`src/rtl/mult_div_pkg.sv`:
```
// ---------------------------------------------------------------------------
// mult_div_pkg
//   Shared definitions for the multiply/divide unit:
//     - operation encoding (OP_MULTU / OP_MULT / OP_DIVU / OP_DIV)
//     - FSM state type (IDLE / RUN / FIN)
//     - small decode helpers for the op field
//   Used by mult_div_unit and the verification bench.
// ---------------------------------------------------------------------------
package mult_div_pkg;

  localparam logic [1:0] OP_MULTU = 2'd0;
  localparam logic [1:0] OP_MULT  = 2'd1;
  localparam logic [1:0] OP_DIVU  = 2'd2;
  localparam logic [1:0] OP_DIV   = 2'd3;

  typedef enum logic [1:0] {
    ST_IDLE = 2'd0,
    ST_RUN  = 2'd1,
    ST_FIN  = 2'd2
  } mdu_state_e;

  // True for either divide flavour.
  function automatic logic op_is_div(input logic [1:0] op);
    return (op == OP_DIVU) || (op == OP_DIV);
  endfunction

  // True for the two's-complement flavours (only honoured in signed builds).
  function automatic logic op_is_signed(input logic [1:0] op);
    return (op == OP_MULT) || (op == OP_DIV);
  endfunction

endpackage

```
`src/rtl/mdu_negate.sv`:
```
// ---------------------------------------------------------------------------
// mdu_negate
//   Conditional two's complement: dout = neg ? -din : din.
//   Purely combinational; used to take operand magnitudes and to restore the
//   sign of products, quotients and remainders.
//
//   Parameters
//     DATA_W  operand width
//   Ports
//     din   [DATA_W-1:0]  input value
//     neg   1             negate when set
//     dout  [DATA_W-1:0]  result (the most negative value maps to itself)
// ---------------------------------------------------------------------------
module mdu_negate #(
  parameter int DATA_W = 32
) (
  input  logic [DATA_W-1:0] din,
  input  logic              neg,
  output logic [DATA_W-1:0] dout
);

  always_comb begin
    dout = din;
    if (neg) begin
      dout = (~din) + DATA_W'(1);
    end
  end

endmodule

```
`src/rtl/mult_div_unit.sv`:
```
// ---------------------------------------------------------------------------
// mult_div_unit
//   Iterative MIPS-style multiply/divide unit with architectural HI/LO.
//   One iteration per cycle: shift-add multiply or restoring divide, DATA_W
//   iterations, then a single FIN cycle carrying the done pulse.
//   Start-to-done latency is DATA_W+1 cycles.
//
//   Build option
//     MULT_DIV_SIGNED_EN  defined: MULT/DIV work on two's-complement operands.
//                         undefined: op[0] is ignored, everything unsigned and
//                         no magnitude / sign-fix hardware is built.
//
//   Parameters
//     DATA_W  operand / HI / LO width (even, >= 4)
//     CNT_W   iteration counter width
//   Ports
//     clk, rst            clock, asynchronous active-high reset
//     start, op, a, b     request (accepted only while busy=0)
//     hi_we, lo_we, wdata MTHI / MTLO writes (dropped while busy or on start)
//     busy, done          in progress / one-cycle completion pulse
//     div_zero            last completed divide had a zero divisor
//     hi, lo              architectural HI / LO
// ---------------------------------------------------------------------------
module mult_div_unit
  import mult_div_pkg::*;
#(
  parameter int DATA_W = 32,
  parameter int CNT_W  = $clog2(DATA_W) + 1
) (
  input  logic              clk,
  input  logic              rst,
  input  logic              start,
  input  logic [1:0]        op,
  input  logic [DATA_W-1:0] a,
  input  logic [DATA_W-1:0] b,
  input  logic              hi_we,
  input  logic              lo_we,
  input  logic [DATA_W-1:0] wdata,
  output logic              busy,
  output logic              done,
  output logic              div_zero,
  output logic [DATA_W-1:0] hi,
  output logic [DATA_W-1:0] lo
);

  // Control / architectural state
  mdu_state_e        state_q, state_d;
  logic [CNT_W-1:0]  cnt_q, cnt_d;
  logic [DATA_W-1:0] hi_q, hi_d;
  logic [DATA_W-1:0] lo_q, lo_d;
  logic              dz_q, dz_d;

  // Datapath working registers (no reset needed: only read while in RUN)
  logic              is_div_q, is_div_d;
  logic              bz_q, bz_d;
  logic [DATA_W-1:0] mcand_q, mcand_d;
  logic [DATA_W-1:0] upper_q, upper_d;
  logic [DATA_W-1:0] lower_q, lower_d;

  logic              accept;
  logic              last_iter;

  // Operand magnitudes and one-iteration results
  logic [DATA_W-1:0]   a_mag, b_mag;
  logic [DATA_W:0]     mul_sum;
  logic [DATA_W:0]     div_shift;
  logic [DATA_W-1:0]   div_diff;
  logic                div_fits;
  logic [DATA_W-1:0]   upper_n, lower_n;

  // Sign-corrected results of the final iteration
  logic [2*DATA_W-1:0] prod_fix;
  logic [DATA_W-1:0]   quot_fix, rem_fix;
  logic [DATA_W-1:0]   res_hi, res_lo;

  // -------------------------------------------------------------------------
  // Accept / termination decode
  // -------------------------------------------------------------------------
  always_comb begin
    accept    = start && (state_q != ST_RUN);
    last_iter = (state_q == ST_RUN) && (cnt_q == CNT_W'(DATA_W - 1));
  end

  // -------------------------------------------------------------------------
  // FSM: state register / next state / outputs
  // -------------------------------------------------------------------------
  always_ff @(posedge clk or posedge rst) begin
    if (rst) begin
      state_q <= ST_IDLE;
    end else begin
      state_q <= state_d;
    end
  end

  always_comb begin
    state_d = state_q;
    unique case (state_q)
      ST_IDLE: if (start) state_d = ST_RUN;
      ST_RUN:  if (last_iter) state_d = ST_FIN;
      ST_FIN:  state_d = start ? ST_RUN : ST_IDLE;
      default: state_d = ST_IDLE;
    endcase
  end

  always_comb begin
    busy = (state_q == ST_RUN);
    done = (state_q == ST_FIN);
  end

  // -------------------------------------------------------------------------
  // Operand magnitudes and result sign correction
  // -------------------------------------------------------------------------
`ifdef MULT_DIV_SIGNED_EN
  logic sa_q, sa_d;
  logic sb_q, sb_d;
  logic neg_a, neg_b;

  always_comb begin
    neg_a = op_is_signed(op) && a[DATA_W-1];
    neg_b = op_is_signed(op) && b[DATA_W-1];
    sa_d  = accept ? neg_a : sa_q;
    sb_d  = accept ? neg_b : sb_q;
  end

  always_ff @(posedge clk) begin
    sa_q <= sa_d;
    sb_q <= sb_d;
  end

  mdu_negate #(.DATA_W(DATA_W)) u_mag_a (.din(a), .neg(neg_a), .dout(a_mag));
  mdu_negate #(.DATA_W(DATA_W)) u_mag_b (.din(b), .neg(neg_b), .dout(b_mag));

  // Product and quotient take sign(a) ^ sign(b); the remainder follows the
  // dividend. MIN / -1 needs no special case: the magnitude quotient 2^(W-1)
  // negates back onto MIN and the remainder is zero.
  mdu_negate #(.DATA_W(2*DATA_W)) u_fix_prod (
    .din ({upper_n, lower_n}),
    .neg (sa_q ^ sb_q),
    .dout(prod_fix)
  );
  mdu_negate #(.DATA_W(DATA_W)) u_fix_quot (.din(lower_n), .neg(sa_q ^ sb_q), .dout(quot_fix));
  mdu_negate #(.DATA_W(DATA_W)) u_fix_rem  (.din(upper_n), .neg(sa_q),        .dout(rem_fix));
`else
  assign a_mag    = a;
  assign b_mag    = b;
  assign prod_fix = {upper_n, lower_n};
  assign quot_fix = lower_n;
  assign rem_fix  = upper_n;
`endif

  // -------------------------------------------------------------------------
  // One iteration. Multiply: {upper,lower} = {partial product, multiplier},
  // add-then-shift-right. Divide: {upper,lower} = {remainder, dividend/quot},
  // shift-left then trial subtract; the quotient bit enters lower[0].
  // -------------------------------------------------------------------------
  always_comb begin
    mul_sum   = {1'b0, upper_q} + (lower_q[0] ? {1'b0, mcand_q} : '0);
    div_shift = {upper_q, lower_q[DATA_W-1]};
    div_fits  = (div_shift >= {1'b0, mcand_q});
    // When the trial fits the true difference is below 2^DATA_W, so the
    // truncated subtraction is exact.
    div_diff  = div_shift[DATA_W-1:0] - mcand_q;
    if (is_div_q) begin
      upper_n = div_fits ? div_diff : div_shift[DATA_W-1:0];
      lower_n = {lower_q[DATA_W-2:0], div_fits};
    end else begin
      upper_n = mul_sum[DATA_W:1];
      lower_n = {mul_sum[0], lower_q[DATA_W-1:1]};
    end
  end

  always_comb begin
    is_div_d = is_div_q;
    bz_d     = bz_q;
    mcand_d  = mcand_q;
    upper_d  = upper_q;
    lower_d  = lower_q;
    if (accept) begin
      is_div_d = op_is_div(op);
      bz_d     = (b == '0);
      upper_d  = '0;
      if (op_is_div(op)) begin
        lower_d = a_mag;
        mcand_d = b_mag;
      end else begin
        lower_d = b_mag;
        mcand_d = a_mag;
      end
    end else if (state_q == ST_RUN) begin
      upper_d = upper_n;
      lower_d = lower_n;
    end
  end

  always_ff @(posedge clk) begin
    is_div_q <= is_div_d;
    bz_q     <= bz_d;
    mcand_q  <= mcand_d;
    upper_q  <= upper_d;
    lower_q  <= lower_d;
  end

  // -------------------------------------------------------------------------
  // Result selection. A zero divisor runs the full latency; the remainder
  // path already yields a (magnitude then dividend sign), only lo is forced.
  // -------------------------------------------------------------------------
  always_comb begin
    if (is_div_q) begin
      res_lo = bz_q ? '1 : quot_fix;
      res_hi = rem_fix;
    end else begin
      res_lo = prod_fix[DATA_W-1:0];
      res_hi = prod_fix[2*DATA_W-1:DATA_W];
    end
  end

  // -------------------------------------------------------------------------
  // Counter, HI/LO and div_zero. MTHI/MTLO only land when idle and no start
  // is being accepted in the same cycle.
  // -------------------------------------------------------------------------
  always_comb begin
    cnt_d = cnt_q;
    hi_d  = hi_q;
    lo_d  = lo_q;
    dz_d  = dz_q;
    if (accept) begin
      cnt_d = '0;
    end else if (state_q == ST_RUN) begin
      cnt_d = cnt_q + CNT_W'(1);
    end
    if (last_iter) begin
      hi_d = res_hi;
      lo_d = res_lo;
      dz_d = is_div_q && bz_q;
    end else if ((state_q != ST_RUN) && !start) begin
      if (hi_we) hi_d = wdata;
      if (lo_we) lo_d = wdata;
    end
  end

  always_ff @(posedge clk or posedge rst) begin
    if (rst) begin
      cnt_q <= '0;
      hi_q  <= '0;
      lo_q  <= '0;
      dz_q  <= 1'b0;
    end else begin
      cnt_q <= cnt_d;
      hi_q  <= hi_d;
      lo_q  <= lo_d;
      dz_q  <= dz_d;
    end
  end

  assign hi       = hi_q;
  assign lo       = lo_q;
  assign div_zero = dz_q;

endmodule

```
`config.mk`:
```
export PLATFORM = sky130hd
export DESIGN_NAME = mult_div_unit
export DESIGN_NICKNAME = d
export VERILOG_FILES = /design/src/rtl/mult_div_pkg.sv /design/src/rtl/mdu_negate.sv /design/src/rtl/mult_div_unit.sv
export SDC_FILE = /design/constraint.sdc
export NUM_CORES = 1
export LEC_CHECK = 0
export BUFFER_PORTS_ARGS = -buffer_cell sky130_fd_sc_hd__buf_2
export CORE_MARGIN = 1.5
export CORE_UTILIZATION = 60
export CTS_BUF_LIST = sky130_fd_sc_hd__clkbuf_4 sky130_fd_sc_hd__clkbuf_8
export CTS_CLUSTER_DIAMETER = 100
export DETAILED_ROUTE_END_ITERATION = 7
export PLACE_DENSITY = 0.81
export SKIP_LAST_GASP = 1
export SLEW_MARGIN = 0
export SYNTH_ARGS = -nofsm -noshare
export SYNTH_HDL_FRONTEND = slang
export SYNTH_SLANG_ARGS = --single-unit
export TNS_END_PERCENT = 10
```
`constraint.sdc`:
```
create_clock -name clk -period 4.25 [get_ports clk]
set_input_delay 0.425 -clock clk [delete_from_list [all_inputs] [get_ports clk]]
set_output_delay 0.425 -clock clk [all_outputs]
set_load 0.01 [all_outputs]
```
==> run metrics, run 1 <==
start point of the critical path lower_q[0]$_DFFE_PP_; mean area per synthesized cell 8.77 sq um; XOR/XNOR Fraction of Synth Area 4.00%; Worst Tran Pin Value 1290 ps; worst supply voltage drop on vdd 0.358 mV; Crit. End Element register; drt first-iter violations 838; cell count after synthesis 1,348; fraction of synthesis flops using an asynchronous set or reset pin 42.7%; Max Root-Sink Buffers 2; switching power of the nets 4820 uW; slack of the worst reg-to-reg path 550 ps; height of the chip 143 um; Top Layer Used met4; via total after detailed routing 10.7k; last weighted congestion value of the routability-driven placer 0.947; clock tree from TritonCTS yes; reported leakage power 0.00583 uW; endpoint arrival time on the critical path 4040 ps; sum of met2 wire segment lengths after detailed routing 16.6 mm; category of cells accounting for the largest share of critical-path delay compound AO/OA/AOI/OAI gates; Total Power 10,000 uW; area of the die 20,600 sq um; final hold violations 0; sequential group share of total power 29.4%; worst hold slack 153 ps; cts hold-fix bufs 0; pin count of the biggest net entering global routing 98; first drt pass iteration count 8; Final Instance Count excl. Fillers 1,748; highest fanout seen on the critical path 11; share of synthesized area spent on multiplexers 6.45%; ports placed on the boundary 170; top achievable clock speed 270 MHz; Hold Crit Class in2async; total placed cells including tap cells 1,716; Clock Tree Root sky130_fd_sc_hd__clkbuf_8; core area 19,400 sq um; cell occurring most often along the worst timing path sky130_fd_sc_hd__a21oi_1; net count of the mapped netlist 1,518; clk slew on worst S/H paths 120 ps; crit path capture hi[23]$_DFFE_PP0P_; adder and majority gate portion of the synthesized area 7.22%; critical path required time 4590 ps; global-route wire length before repair 51.8 mm; Primary FF master, synth sky130_fd_sc_hd__dfrtp_1; setup repair after global routing missed its margin false; number of fill cells in the layout 1,609; largest incremental delay on the critical path 580 ps; standard cell with the maximum stage delay on the critical path sky130_fd_sc_hd__edfxtp_1; CTS H-tree lvls 4; FF+latch count, synth 171; Routed Wire Length 33.9 mm; headroom to the max-slew limit 14.0%; critical path depth in cells 14; depth of the worst register-to-register path 14; Final Setup Violations 0; netlist area before placement 11,800 sq um; count of yosys warnings during synthesis 0; post-layout util 68.0%; share of total power in combinational logic 58.9%; status complete, no violations; worst setup path class reg2reg; switching share of power 48.0%; launch point of the worst reg-to-reg path lower_q[0]$_DFFE_PP_; via count of the first global-routing pass 9,971; Synth-to-Final Area Change 11.7%; main combinational cell family by area after synthesis compound AO/OA/AOI/OAI gates; Pwr per Cell Area 760 nW/um^2; number of enable flip-flop cells after synthesis 66; initial core utilization 60.9%; startpoint types register; IO buf count 168; Final Max Tran Viols 0; antenna violations before repair 0; fraction of the mapped netlist area in compound gates 24.5%; PostCTS Resize Cnt 0; Worst-Skew Late Latency 490 ps; WL met1 13.9 mm; antenna viol nets, final 0; number of violations of the max-capacitance limit 0; ordered cell list for the critical path and2_1, ha_1, fa_1, a21o_1, a22oi_1, a21oi_1, a21oi_1, nand4_1, nand3_1, o21ai_1, a31oi_1, xnor2_1, mux2i_1, a21oi_1; portion of the post-synthesis area used by sequential elements 37.6%; count of unresolved DRC violations after routing 0; register cell area after layout 4450 sq um; Internal Pwr Total 5210 uW; post-route minimum period 3700 ps; sink count of the clock tree 171; reg2reg end hi[23]$_DFFE_PP0P_; buffer and inverter count on the worst path 0; via/cell ratio 6.14; overflow left after global routing 0; post-CTS setup buffer count 0; Worst Clk Skew 25.6 ps; GR Util All Layers 32.8%; final net count 1,640; Core Rows 51; CTS buffer count 17; largest area contributor in the netlist sky130_fd_sc_hd__edfxtp_1; wire length per cell 19.4 um; Detailed Place HPWL 25.6 mm; footprint of the multi-input gates 6850 sq um; portion of total power attributed to the clock network 11.7%; horizontal die dimension 143 um; leading cell types by total area after synthesis sky130_fd_sc_hd__edfxtp_1 17%, sky130_fd_sc_hd__dfrtp_1 15%, sky130_fd_sc_hd__a21oi_1 7.7%; part of the cycle the worst path needs 87.0%; met3 WL post-DR 2.02 mm; simple-gate area share of the yosys netlist 15.6%; share of final-layout standard cells stronger than drive strength 1 18.5%; top-area cell type share of the netlist area 16.8%; post-synthesis cell type count 69; number of diodes 0; Final TNS setup 0 ps
[layout by cell type, fill, tap and decap left out, types with 44 or more instances in the layout]
cell and instances:
sky130_fd_sc_hd__edfxtp_1 66, sky130_fd_sc_hd__nand2_1 147, sky130_fd_sc_hd__o21ai_0 89, sky130_fd_sc_hd__a21oi_1 182, sky130_fd_sc_hd__buf_2 167, sky130_fd_sc_hd__dfrtp_1 73
sky130_fd_sc_hd__nor2b_1 44, sky130_fd_sc_hd__inv_1 52, sky130_fd_sc_hd__ha_1 65
[cell families after synthesis]
group	count (synthesis)
compound gates	485
simple gates	366
mux	72
flops	171
xor+xnor	54
fa+ha+maj	67
buf+inv	133
[Yosys cell counts, types with 4 or more instances]
library cell,count
sky130_fd_sc_hd__a21oi_1,183
sky130_fd_sc_hd__nand2_1,148
sky130_fd_sc_hd__o21ai_0,89
sky130_fd_sc_hd__dfrtp_1,73
sky130_fd_sc_hd__edfxtp_1,66
sky130_fd_sc_hd__clkbuf_1,65
sky130_fd_sc_hd__ha_1,65
sky130_fd_sc_hd__inv_1,53
sky130_fd_sc_hd__nor2b_1,44
sky130_fd_sc_hd__mux2i_1,39
sky130_fd_sc_hd__o21ai_1,39
sky130_fd_sc_hd__nor2_1,38
sky130_fd_sc_hd__and2_1,37
sky130_fd_sc_hd__a211oi_1,36
sky130_fd_sc_hd__xnor2_1,34
sky130_fd_sc_hd__mux2_2,33
sky130_fd_sc_hd__dfxtp_1,32
sky130_fd_sc_hd__a21o_1,27
sky130_fd_sc_hd__o22ai_1,24
sky130_fd_sc_hd__nand3b_1,22
sky130_fd_sc_hd__xor2_1,20
sky130_fd_sc_hd__nand3_1,17
sky130_fd_sc_hd__nand4_1,14
sky130_fd_sc_hd__a22oi_1,12
sky130_fd_sc_hd__a31oi_1,12
sky130_fd_sc_hd__nor4_1,12
sky130_fd_sc_hd__o211ai_1,12
sky130_fd_sc_hd__nand2b_1,9
sky130_fd_sc_hd__nor3_1,9
sky130_fd_sc_hd__o21bai_1,7
sky130_fd_sc_hd__o31ai_1,7
sky130_fd_sc_hd__a21oi_2,5
sky130_fd_sc_hd__and3_1,5
sky130_fd_sc_hd__buf_6,5
sky130_fd_sc_hd__buf_1,4
sky130_fd_sc_hd__buf_2,4
sky130_fd_sc_hd__o21a_1,4
sky130_fd_sc_hd__or3_1,4
[per-layer routing]
layer / vias to the layer above / global-route usage [%]
li1: 5167 / -
met1: 5083 / 40.9
met2: 407 / 56.0
met3: 71 / 4.77
met4: 0 / 15.3
met5: - / 0
[flip-flops by register name (all words and copies together) (netlist names)]
register	flops
div_zero	1
mcand_q	32
is_div_q	1
upper_q	32
state_q	2
lower_q	32
bz_q	1
cnt_q	6
lo	32
hi	32
[worst min-delay path by stage]
| stage | endpoint | depth (start not counted) |
|---|---|---|
| 2_1_floorplan | cnt_q[2]$_DFFE_PP0P_ | 1 |
| 4_1_cts | hi[4]$_DFFE_PP0P_ | 3 |
| 3_3_place_gp | lo[26]$_DFFE_PP0P_ | 2 |
| 3_5_place_dp | lo[12]$_DFFE_PP0P_ | 2 |
| 5_1_grt | hi[6]$_DFFE_PP0P_ | 3 |
| 6_report | lo[30]$_DFFE_PP0P_ | 2 |
[power by group through the flow]
stage	Sequential (uW)	Clock, uW	Combinational [uW]
after floorplan	2940	0	4190
after global placement	2950	0	5690
after detailed placement	2970	0	5820
after CTS	2940	1170	5840
after global routing	3030	1230	6520
final	2950	1170	5910
[cell type report]
class	instances	share of cell area, %
inverter	55	1.56
clock buffer	17	1.77
tap	265	2.51
sequential	171	33.7
clock inverter	15	1.31
multi-input combinational	1044	51.9
timing repair buffer	181	7.22
[stage by stage]
step,setup slack [ps],instance area (sq um)
2_1_floorplan,1290,11800
3_3_place_gp,676,12800
3_5_place_dp,639,12800
4_1_cts,598,13200
5_1_grt,283,13200
6_report,551,13200
(Power assumes the default switching activity.)
==> run 2: changes to the inputs <==
--- a/config.mk
+++ b/config.mk
@@ -6,5 +6,4 @@
 export NUM_CORES = 1
 export LEC_CHECK = 0
-export BUFFER_PORTS_ARGS = -buffer_cell sky130_fd_sc_hd__buf_2
 export CORE_MARGIN = 1.5
 export CORE_UTILIZATION = 60
@@ -12,5 +11,6 @@
 export CTS_CLUSTER_DIAMETER = 100
 export DETAILED_ROUTE_END_ITERATION = 7
-export PLACE_DENSITY = 0.81
+export DONT_BUFFER_PORTS = 1
+export PLACE_DENSITY = 0.77
 export SKIP_LAST_GASP = 1
 export SLEW_MARGIN = 0
==> constraint.sdc (replaced) <==
create_clock -name clk -period 3.29 [get_ports clk]
set_input_delay 0.658 -clock clk [delete_from_list [all_inputs] [get_ports clk]]
set_output_delay 0.658 -clock clk [all_outputs]
set_load 0.01 [all_outputs]
==> run metrics, run 2 (same netlist as run 1, synthesis figures left out) <==
count of unresolved DRC violations after routing 0; Synth-to-Final Area Change 12.6%; IO buf count 0; GR Util All Layers 34.6%; Crit. End Element register; headroom to the max-slew limit 23.1%; total placed cells including tap cells 1,621; setup repair after global routing missed its margin true; critical path required time 3660 ps; Worst Clk Skew 25.8 ps; status finished, violations left; violated checks setup timing; final net count 1,552; Routed Wire Length 36.5 mm; highest fanout seen on the critical path 18; CTS buffer count 17; final critical-path setup slack -9.44 ps; highest-count cells in the layout ignoring fill and taps 172 x sky130_fd_sc_hd__a21oi_1, 145 x sky130_fd_sc_hd__nand2_1, 87 x sky130_fd_sc_hd__buf_4, 84 x sky130_fd_sc_hd__o21ai_0, 73 x sky130_fd_sc_hd__dfrtp_1; share of final-layout standard cells stronger than drive strength 1 17.1%; worst setup path class reg2reg; first drt pass iteration count 6; horizontal die dimension 143 um; Hold Crit Class in2async; final hold violations 0; commonest non-fill, non-tap cell in the layout sky130_fd_sc_hd__a21oi_1; clock tree from TritonCTS yes; ports placed on the boundary 170; drt first-iter violations 974; depth of the worst register-to-register path 15; slack of the worst reg-to-reg path -9 ps; CTS H-tree lvls 4; Pwr per Cell Area 1060 nW/um^2; last weighted congestion value of the routability-driven placer 0.955; Clock Tree Root sky130_fd_sc_hd__clkbuf_8; via/cell ratio 6.51; number of violations of the max-capacitance limit 0; Worst Tran Pin Value 1150 ps; startpoint types register; worst hold slack 50.5 ps; overflow left after global routing 0; height of the chip 143 um; part of the cycle the worst path needs 100%; worst supply voltage drop on vdd 0.649 mV; Worst-Skew Late Latency 490 ps; launch point of the worst reg-to-reg path lower_q[0]$_DFFE_PP_; via count of the first global-routing pass 10.2k; endpoint arrival time on the critical path 3670 ps; sink count of the clock tree 171; reported leakage power 0.00557 uW; Max Root-Sink Buffers 2; wire length per cell 21.9 um; Detailed Place HPWL 26.9 mm; post-route minimum period 3300 ps; core area 19,400 sq um; Final Max Tran Viols 0; clk slew on worst S/H paths 110 ps; Total Power 14,200 uW; Final Instance Count excl. Fillers 1,661; cts hold-fix bufs 0; area of the die 20,600 sq um; global-route wire length before repair 54.3 mm; pin count of the biggest net entering global routing 98; Final Setup Violations 1; antenna violations before repair 1; via total after detailed routing 10.8k; Core Rows 51; top achievable clock speed 303 MHz; start point of the critical path lower_q[0]$_DFFE_PP_; antenna viol nets, final 0; initial core utilization 60.9%
==> run 2: cell count changes in the layout (fill, tap and decap cells not counted), sizes merged <==
cell    delta
clkinv     +3
diode      +1
buf       -88
inv        -3
==> run 2: worst paths after layout <==
check	to
worst min-delay path	hi[27]$_DFFE_PP0P_
worst min register to register	upper_q[16]$_SDFFE_PP0P_
max in group asynchronous	hi[20]$_DFFE_PP0P_
worst max-delay path	hi[29]$_DFFE_PP0P_
worst max register to register	hi[29]$_DFFE_PP0P_
min in group clk	upper_q[0]$_SDFFE_PP0P_
==> run 2: where the power goes <==
group          total [uW]  leakage (uW)  switching [uW]  internal (uW)
Combinational        8580       0.00359            4900           3670
Sequential           4040       0.00177             885           3150
Clock                1540      0.000207             965            579
Total               14200       0.00557            6750           7410
==> run 2: layout make-up <==
class                   instances  area (sq um)
multi-input cells            1044          7160
clock inverters                15           178
inverters                      55           208
flip-flops and latches        171          4450
well taps                     265           332
fillers                      1588          6090
diodes                          1          2.50
clock buffers                  17           234
repair buffers                 93           751
==> run 2: per-stage QoR <==
stage               cell area [sq um]  utilization (%)  TNS (ps)  worst slack [ps]
finish                          13300             68.6     -9.44             -9.44
global route                    13300             68.6     -1280              -181
CTS                             13000             66.9     -31.3             -14.7
detailed placement              12500             64.6     -1310              -247
global placement                12500             64.6      -699              -201
floorplan                       11800                -         0               325
==> run 2: repair_timing <==
action                                  in CTS  in global routing
setup buffers                                2                  7
endpoints found under the setup margin      17                 31
pin swaps                                    4                 38
gates resized for setup                      7                 59
==> run 2: worst max-delay path: stages, from the launching register on <==
cell,delay (ps)
sky130_fd_sc_hd__edfxtp_1,480
sky130_fd_sc_hd__buf_6,180
sky130_fd_sc_hd__buf_8,150
sky130_fd_sc_hd__and2_4,150
sky130_fd_sc_hd__ha_4,210
sky130_fd_sc_hd__a21o_1,210
sky130_fd_sc_hd__a21oi_2,170
sky130_fd_sc_hd__nor2b_1,70
sky130_fd_sc_hd__a311o_1,320
sky130_fd_sc_hd__nor3_2,120
sky130_fd_sc_hd__o21bai_1,100
sky130_fd_sc_hd__a21o_1,210
sky130_fd_sc_hd__a221oi_2,270
sky130_fd_sc_hd__xnor2_1,130
sky130_fd_sc_hd__a21oi_2,300
sky130_fd_sc_hd__a21oi_1,100
==> run 2: per-layer routing <==
metal  vias to the layer above  track usage [%]  part of all wire, %
met3                       128             7.70                  8.1
met1                      5164             42.5                   38
li1                       4994                -                    -
met4                         0             21.2                  5.9
met2                       535             55.6                   48
met5                         -                0                    0
